## src/rtl/instr_fetch_unit.sv

```systemverilog
// instr_fetch_unit: PC/IR fetch sequencer driving the decoder and picking the next PC.
// FETCH_TIMEOUT_EN adds a fetch watchdog (TIMEOUT parameter) and the sticky fetch_fault output.
module instr_fetch_unit #(
  parameter int PC_W = 8,
  parameter int INSTR_W = 32
`ifdef FETCH_TIMEOUT_EN
  , parameter int TIMEOUT = 16
`endif
) (
  input  logic               clk,
  input  logic               rst,
  input  logic               run,
  output logic               imem_req,
  output logic [PC_W-1:0]    imem_addr,
  input  logic [INSTR_W-1:0] imem_rdata,
  input  logic               imem_valid,
  output logic [7:0]         opcode,
  output logic [INSTR_W-9:0] operand,
  output logic               instr_valid,
  input  logic               jmp,
  input  logic               jmp_if,
  input  logic               cond_true,
  input  logic               halt,
  output logic [PC_W-1:0]    pc,
  output logic               halted
`ifdef FETCH_TIMEOUT_EN
  , output logic             fetch_fault
`endif
);
  typedef enum logic [1:0] {IDLE, FETCH, EXEC, HALTED} state_t;
  state_t state, state_n;
  logic [PC_W-1:0] pc_n;
  logic [INSTR_W-1:0] ir;
  logic expire;
  assign imem_req = state == FETCH;
  assign imem_addr = pc;
  assign instr_valid = state == EXEC;
  assign halted = state == HALTED;
  assign opcode = ir[INSTR_W-1:INSTR_W-8];
  assign operand = ir[INSTR_W-9:0];
`ifdef FETCH_TIMEOUT_EN
  localparam int CW = $clog2(TIMEOUT + 1);
  logic [CW-1:0] cnt;
  assign expire = state == FETCH && !imem_valid && cnt == CW'(TIMEOUT - 1);
  always_ff @(posedge clk or posedge rst)
    if (rst) begin
      cnt <= '0;
      fetch_fault <= 1'b0;
    end else begin
      cnt <= state == FETCH ? cnt + CW'(1) : '0;
      if (expire) fetch_fault <= 1'b1;
    end
`else
  assign expire = 1'b0;
`endif
  always_comb begin
    state_n = state;
    pc_n = pc;
    case (state)
      IDLE:  state_n = run ? FETCH : IDLE;
      FETCH: state_n = imem_valid ? EXEC : expire ? HALTED : FETCH;
      EXEC: begin
        state_n = halt ? HALTED : FETCH;
        pc_n = halt ? pc : (jmp || (jmp_if && cond_true)) ? ir[PC_W-1:0] : pc + PC_W'(1);
      end
      default: ;
    endcase
  end
  always_ff @(posedge clk or posedge rst)
    if (rst) state <= IDLE;
    else state <= state_n;
  always_ff @(posedge clk or posedge rst)
    if (rst) begin
      pc <= '0;
      ir <= '0;
    end else begin
      pc <= pc_n;
      if (state == FETCH && imem_valid) ir <= imem_rdata;
    end
endmodule

```

## config.mk

```make
export PLATFORM = sky130hd
export DESIGN_NAME = instr_fetch_unit
export DESIGN_NICKNAME = d
export VERILOG_FILES = /design/src/rtl/instr_fetch_unit.sv
export SDC_FILE = /design/constraint.sdc
export NUM_CORES = 1
export LEC_CHECK = 0
export CORE_ASPECT_RATIO = 0.75
export CORE_MARGIN = 2
export CORE_UTILIZATION = 46
export CTS_BUF_LIST = sky130_fd_sc_hd__clkbuf_4 sky130_fd_sc_hd__clkbuf_8
export DETAILED_ROUTE_END_ITERATION = 16
export HOLD_SLACK_MARGIN = 0.1
export PLACE_DENSITY = 0.93
export SYNTH_ARGS = -nofsm -noshare
export SYNTH_HDL_FRONTEND = slang
export SYNTH_SLANG_ARGS = --single-unit
```

## constraint.sdc

```tcl
create_clock -name clk -period 2.7 [get_ports clk]
set_input_delay 0.405 -clock clk [delete_from_list [all_inputs] [get_ports clk]]
set_output_delay 0.405 -clock clk [all_outputs]
set_load 0.03 [all_outputs]
```

==> flow_metrics.env, run 1 <==
export IMPL_status="finished, final reports clean"
export IMPL_rows=20
export IMPL_fin_nets=284
export IMPL_via_count=1521
export IMPL_grt_most_used_layer="met2"
export IMPL_seqCellArea_um2=1050
export IMPL_cts_tree="yes"
export IMPL_postRouteWirelength_um=4370
export IMPL_clkLatencyLatePin_ns=0.29
export IMPL_final_hold_viol_count=0
export IMPL_ys_seq_elements=42
export IMPL_drt_iter0_markers=137
export IMPL_dp_hpwl_um=3350
export IMPL_critPathLaunchType="flip-flop"
export IMPL_yosys_warnings=0
export IMPL_hold_depth=1
export IMPL_holdBufCountCts=0
export IMPL_max_clock_freq_mhz=455
export IMPL_antenna_found_initial=0
export IMPL_synth_main_ff_cell="dfrtp_1"
export IMPL_diodes=0
export IMPL_async_reset_ff_share_pct=100
export IMPL_num_fill_cells=310
export IMPL_core_area_um2=4050
export IMPL_setup_viol=0
export IMPL_pre_cts_ws_ns=0.804
export IMPL_netlist_top_cell_by_area="dfrtp_1"
export IMPL_initial_core_util_pct=48.0
export IMPL_cts_sinks=42
export IMPL_die_w_um=79.1
export IMPL_grt_max_degree=33
export IMPL_vias_per_cell=5.17
export IMPL_grt_pass1_wl_um=7340
export IMPL_cts_made_buffers=5
export IMPL_crit_type="reg2out"
export IMPL_die_area_um2=4770
export IMPL_yosysUniqueCellTypes=39
export IMPL_path_clk_slew_ns=0.07
export IMPL_maxCapViolations=0
export IMPL_skew_ns=0.00930
export IMPL_postCtsSetupBuffers=0
export IMPL_dieHeight_um=60.3
export IMPL_grt_met3_usage_pct=8.16
export IMPL_slew_viol_final=0
export IMPL_use_met2_pct=34.3
export IMPL_worst_slack_ns=0.501
export IMPL_p_per_area_nw_per_um2=384
export IMPL_grt_use_total_pct=20.1
export IMPL_drive_gt1_share_pct=16.7
export IMPL_clockRootBuffer="clkbuf_8"
export IMPL_fin_crit_sh_pct=81.4
export IMPL_synth_top_area_share_pct=54.1
export IMPL_worstPathMaxFanout=8
export IMPL_crit_required_ns=2.30
export IMPL_met1_usage_pct=24.2
export IMPL_h_tree_depth=2
export IMPL_postSynthCellCount=152
export IMPL_hp_class="reg2reg"
export IMPL_rsz0062_at_grt="no"
export IMPL_r2r_cells=5
export IMPL_tightest_slew_ns=0.928
export IMPL_fin_crit_ns=2.20
export IMPL_yosysSeqAreaShare_pct=54.1
export IMPL_io_buffers=90
export IMPL_pin_count=91
export IMPL_multiInputGateArea_um2=778
export IMPL_fin_setup_tns_ns=0
export IMPL_vdd_drop_max_uv=391
export IMPL_syn_avg_cell_area_um2=12.8
export IMPL_area_growth_pct=51.0
export IMPL_ant_nets=0
export IMPL_cts_resized=0
export IMPL_synth_area_top_cells="dfrtp_1 (54%), mux2_2 (15%), ha_1 (3.9%), mux2_1 (3.5%), buf_4 (3.1%)"
export IMPL_grt_pass1_vias=1601
export IMPL_synth_cell_area_um2=1940
export IMPL_place_gp_congestion=0.763
export IMPL_clockBufferDepth=2
export IMPL_drt_pass1_iterations=4
export IMPL_drt_wirelength_per_cell_um=14.9
export IMPL_synth_fp_nets=198
export IMPL_remaining_drc_errors=0
export IMPL_relSlewSlack_pct=37.8
export IMPL_cp_end_kind="primary output"
export IMPL_arrival_ns=1.79
export IMPL_grt_ovfl_total=0
export IMPL_synth_edff_count=0
export IMPL_leakagePower_nw=1.35
-- worst paths after layout --
check                         start  slack [ns]            to
hold reg to reg              ir[27]        0.51        ir[27]
setup reg to reg           state[0]        0.96  imem_addr[6]
min in group asynchronous       rst        0.52         ir[5]
hold / removal               ir[27]        0.51        ir[27]
max in group asynchronous       rst        1.59        ir[29]
setup / recovery           state[0]        0.50   instr_valid
-- metrics by stage --
step | cell area [µm²] | utilization (%) | std cells | hold slack, ns | power [mW]
2_1_floorplan | 1940 | - | 152 | 0.519 | 0.661
6_report | 2940 | 72.4 | 294 | 0.508 | 1.13
4_1_cts | 2940 | 72.4 | 294 | 0.510 | 1.14
3_3_place_gp | 2840 | 70.1 | 286 | 0.472 | 0.724
3_5_place_dp | 2840 | 70.1 | 286 | 0.483 | 0.726
5_1_grt | 2940 | 72.4 | 294 | 0.519 | 1.19
-- sequential cells by signal, indices dropped and copies added, names as in the netlist --
signal	flops
imem_addr	8
state	2
ir	32
-- layer usage --
layer | part of all wire (%) | wire length (µm)
met5 | 0 | 0
met2 | 49 | 2120
met3 | 11 | 467
met1 | 40 | 1740
met4 | 0.80 | 35
-- area by class of cell --
cell class	instances	share of cell area [%]
clock buffer	7	3.07
timing repair buffer	93	31.5
multi-input combinational	91	26.5
sequential	42	35.8
clock inverter	1	0.171
inverter	5	0.639
tap	55	2.34
-- synth_stat cells (2+ instances only) --
cell type,number
o211ai_1,2
nor3_1,2
o31ai_1,2
ha_1,6
buf_4,8
nor4_1,2
a22oi_1,3
dfrtp_1,42
inv_1,5
nand2b_1,2
nand3_1,5
mux2i_1,2
buf_2,5
nand2_1,7
mux2_2,26
a21o_1,2
or3_1,2
nor2b_1,2
mux2_1,6
nand4_1,2
-- cells in the final DEF (no fill, tap or decap), types with 2 or more instances in the layout --
cell | netlist | routed
a21o_1 | 2 | 2
a22oi_1 | 3 | 3
buf_4 | 8 | 3
clkbuf_8 | 0 | 6
clkdlybuf4s50_1 | 0 | 90
dfrtp_1 | 42 | 42
ha_1 | 6 | 6
inv_1 | 5 | 4
mux2_1 | 6 | 6
mux2_2 | 26 | 26
mux2i_1 | 2 | 2
nand2_1 | 7 | 7
nand2b_1 | 2 | 2
nand3_1 | 5 | 5
nand4_1 | 2 | 2
nor2b_1 | 2 | 2
nor3_1 | 2 | 2
nor4_1 | 2 | 2
o211ai_1 | 2 | 2
o31ai_1 | 2 | 2
or3_1 | 2 | 2
-- report_power, final --
part / internal (mW) / switching [mW]
sequential: 0.629 / 0
combinational: 0.0554 / 0.0279
clock: 0.216 / 0.199
total: 0.900 / 0.227
-- cells by family (layout without fill, tap and decap cells) --
logic type	count (synthesis)	in the layout	share of synthesized area (%)
compound gates	19	19	7.08
fa+ha+maj	6	6	3.86
buf+inv	19	106	5.92
flops	42	42	54.1
mux	34	34	19.6
simple gates	32	32	9.52
-- critical path, stage by stage (launching register included) --
cell and delay [ns]:
dfrtp_1 0.44, inv_1 0.08, ha_1 0.28, clkdlybuf4s50_1 0.71
Power figures use the tool's default switching activity.
==> inputs of run 2 (changes only) <==
--- a/config.mk
+++ b/config.mk
@@ -7,11 +7,11 @@
 export LEC_CHECK = 0
 export CORE_ASPECT_RATIO = 0.75
 export CORE_MARGIN = 2
-export CORE_UTILIZATION = 46
+export CORE_UTILIZATION = 38
 export CTS_BUF_LIST = sky130_fd_sc_hd__clkbuf_4 sky130_fd_sc_hd__clkbuf_8
 export DETAILED_ROUTE_END_ITERATION = 16
 export HOLD_SLACK_MARGIN = 0.1
-export PLACE_DENSITY = 0.93
+export PLACE_DENSITY = 0.83
 export SYNTH_ARGS = -nofsm -noshare
 export SYNTH_HDL_FRONTEND = slang
 export SYNTH_SLANG_ARGS = --single-unit
==> constraint.sdc (replaced) <==
create_clock -name clk -period 1.8 [get_ports clk]
set_input_delay 0.27 -clock clk [delete_from_list [all_inputs] [get_ports clk]]
set_output_delay 0.27 -clock clk [all_outputs]
set_load 0.03 [all_outputs]
==> run 2 against run 1 <==
Critical path type unchanged. Power grew 52%. Routed wire length rose by 0.62%. Critical path depth decreased by 2. Die area is 20% higher. Via count up 0.79%. Combinational power is 57% higher. First-iteration DRC count down 74%. Non-clock buffer count is 4 higher. Register-to-register slack got worse by 0.73 ns. Final cell count rose by 3.1%. Clock skew fell by 0.0029 ns.
==> flow_metrics.env, run 2 (synthesized netlist as in run 1, its figures left out) <==
export IMPL_status="finished, final reports clean"
export IMPL_crit_required_ns=1.53
export IMPL_critPathSlowestCell="clkdlybuf4s50_1"
export IMPL_cts_tree="yes"
export IMPL_power_mw=1.72
export IMPL_num_fill_cells=422
export IMPL_diodes=0
export IMPL_io_buffers=90
export IMPL_placed_cells=295
export IMPL_seqCellArea_um2=1050
export IMPL_clockBufferDepth=2
export IMPL_final_common_cell="clkdlybuf4s50_1"
export IMPL_fin_nets=288
export IMPL_hp_class="in2async"
export IMPL_vias_per_cell=5.06
export IMPL_antenna_found_initial=0
export IMPL_fin_area_um2=3010
export IMPL_crit_type="reg2out"
export IMPL_p_per_area_nw_per_um2=570
export IMPL_maxCapViolations=0
export IMPL_cp_end_kind="primary output"
export IMPL_cts_made_buffers=5
export IMPL_drt_iter0_markers=35
export IMPL_tightest_slew_ns=0.417
export IMPL_cts_sinks=42
export IMPL_pin_count=91
export IMPL_worst_slack_ns=0.0599
export IMPL_remaining_drc_errors=0
export IMPL_max_clock_freq_mhz=575
export IMPL_h_tree_depth=2
export IMPL_largest_reg_flops=32
export IMPL_vdd_drop_max_uv=445
export IMPL_dieHeight_um=66.0
export IMPL_die_w_um=86.6
export IMPL_fin_crit_ns=1.74
export IMPL_holdBufCountCts=0
export IMPL_rsz0062_at_grt="no"
export IMPL_drt_wirelength_per_cell_um=14.5
export IMPL_slew_viol_final=0
export IMPL_place_area_um2=2900
export IMPL_path_cells="clkdlybuf4s50_1"
export IMPL_drive_gt1_share_pct=18.9
export IMPL_grt_max_degree=27
export IMPL_final_hold_viol_count=0
export IMPL_grt_pass1_wl_um=7170
export IMPL_cpLargestDelayFamily="buffers and inverters"
export IMPL_ant_nets=0
export IMPL_grt_pass1_vias=1509
export IMPL_rows=22
export IMPL_grt_use_total_pct=16.2
export IMPL_relSlewSlack_pct=72.1
export IMPL_clockRootBuffer="clkbuf_8"
export IMPL_skew_ns=0.00642
export IMPL_fin_crit_sh_pct=96.7
export IMPL_initial_core_util_pct=39.7
export IMPL_dp_hpwl_um=3260
export IMPL_core_area_um2=4900
export IMPL_via_count=1533
export IMPL_slowest_delay_ns=0.71
export IMPL_holdWs_ns=0.302
export IMPL_grt_ovfl_total=0
export IMPL_clkLatencyLatePin_ns=0.28
export IMPL_postCtsSetupBuffers=0
export IMPL_critPathLaunchType="flip-flop"
export IMPL_postRouteWirelength_um=4390
export IMPL_area_growth_pct=54.8
export IMPL_timing_rr_start="state[0]"
export IMPL_multiInputGateArea_um2=781
export IMPL_place_gp_congestion=0.825
export IMPL_final_util_pct=61.4
export IMPL_startpoint="imem_addr[4]"
export IMPL_path_clk_slew_ns=0.08
export IMPL_largest_register="ir"
export IMPL_worstPathMaxFanout=7
export IMPL_drt_pass1_iterations=4
export IMPL_most_common_layout_cells="clkdlybuf4s50_1 (81), dfrtp_1 (42), mux2_2 (26), nand2_1 (7)"
export IMPL_arrival_ns=1.47
export IMPL_setup_viol=0
export IMPL_path_buf_inv=1
export IMPL_die_area_um2=5710
export IMPL_instances_no_fill=303
export IMPL_fin_setup_tns_ns=0
export IMPL_pre_cts_ws_ns=0.0649
export IMPL_leakagePower_nw=1.42
run 2: final timing paths:
check / to / slack (ns) / cells after the start
setup reg to reg: imem_addr[7] / 0.23 / 6
min in group clk: ir[24] / 0.50 / 1
hold / removal: ir[31] / 0.30 / 2
max in group asynchronous: imem_addr[1] / 1.03 / 3
hold reg to reg: ir[24] / 0.50 / 1
setup / recovery: imem_addr[4] / 0.06 / 1
run 2: final cells by class:
cell class                 instances  area share [%]
sequential                        42            34.9
timing repair buffer              97            32.9
multi-input combinational         91            25.9
clock buffer                       7            2.99
tap                               60            2.49
inverter                           5           0.623
clock inverter                     1           0.166
run 2: routing by layer:
metal  share of wire (%)  global-route usage [%]  up-vias
met2                  46                    25.4       60
li1                    -                       -      721
met3                 9.2                    6.87        2
met5                   0                       0        -
met1                  44                    21.2      750
met4                0.18                    2.93        0
run 2: what timing repair did:
action / 4_1_cts / 5_1_grt
resized for setup: 3 / 7
hold endpoints to repair: 0 / 0
setup endpoints to repair: 3 / 8
run 2: report_power, final:
part | total (mW) | internal, mW | switching (mW) | leakage, nW
sequential | 0.942 | 0.942 | 0 | 0.566
clock | 0.643 | 0.325 | 0.318 | 0.0517
combinational | 0.131 | 0.0883 | 0.0430 | 0.807
total | 1.72 | 1.36 | 0.361 | 1.42
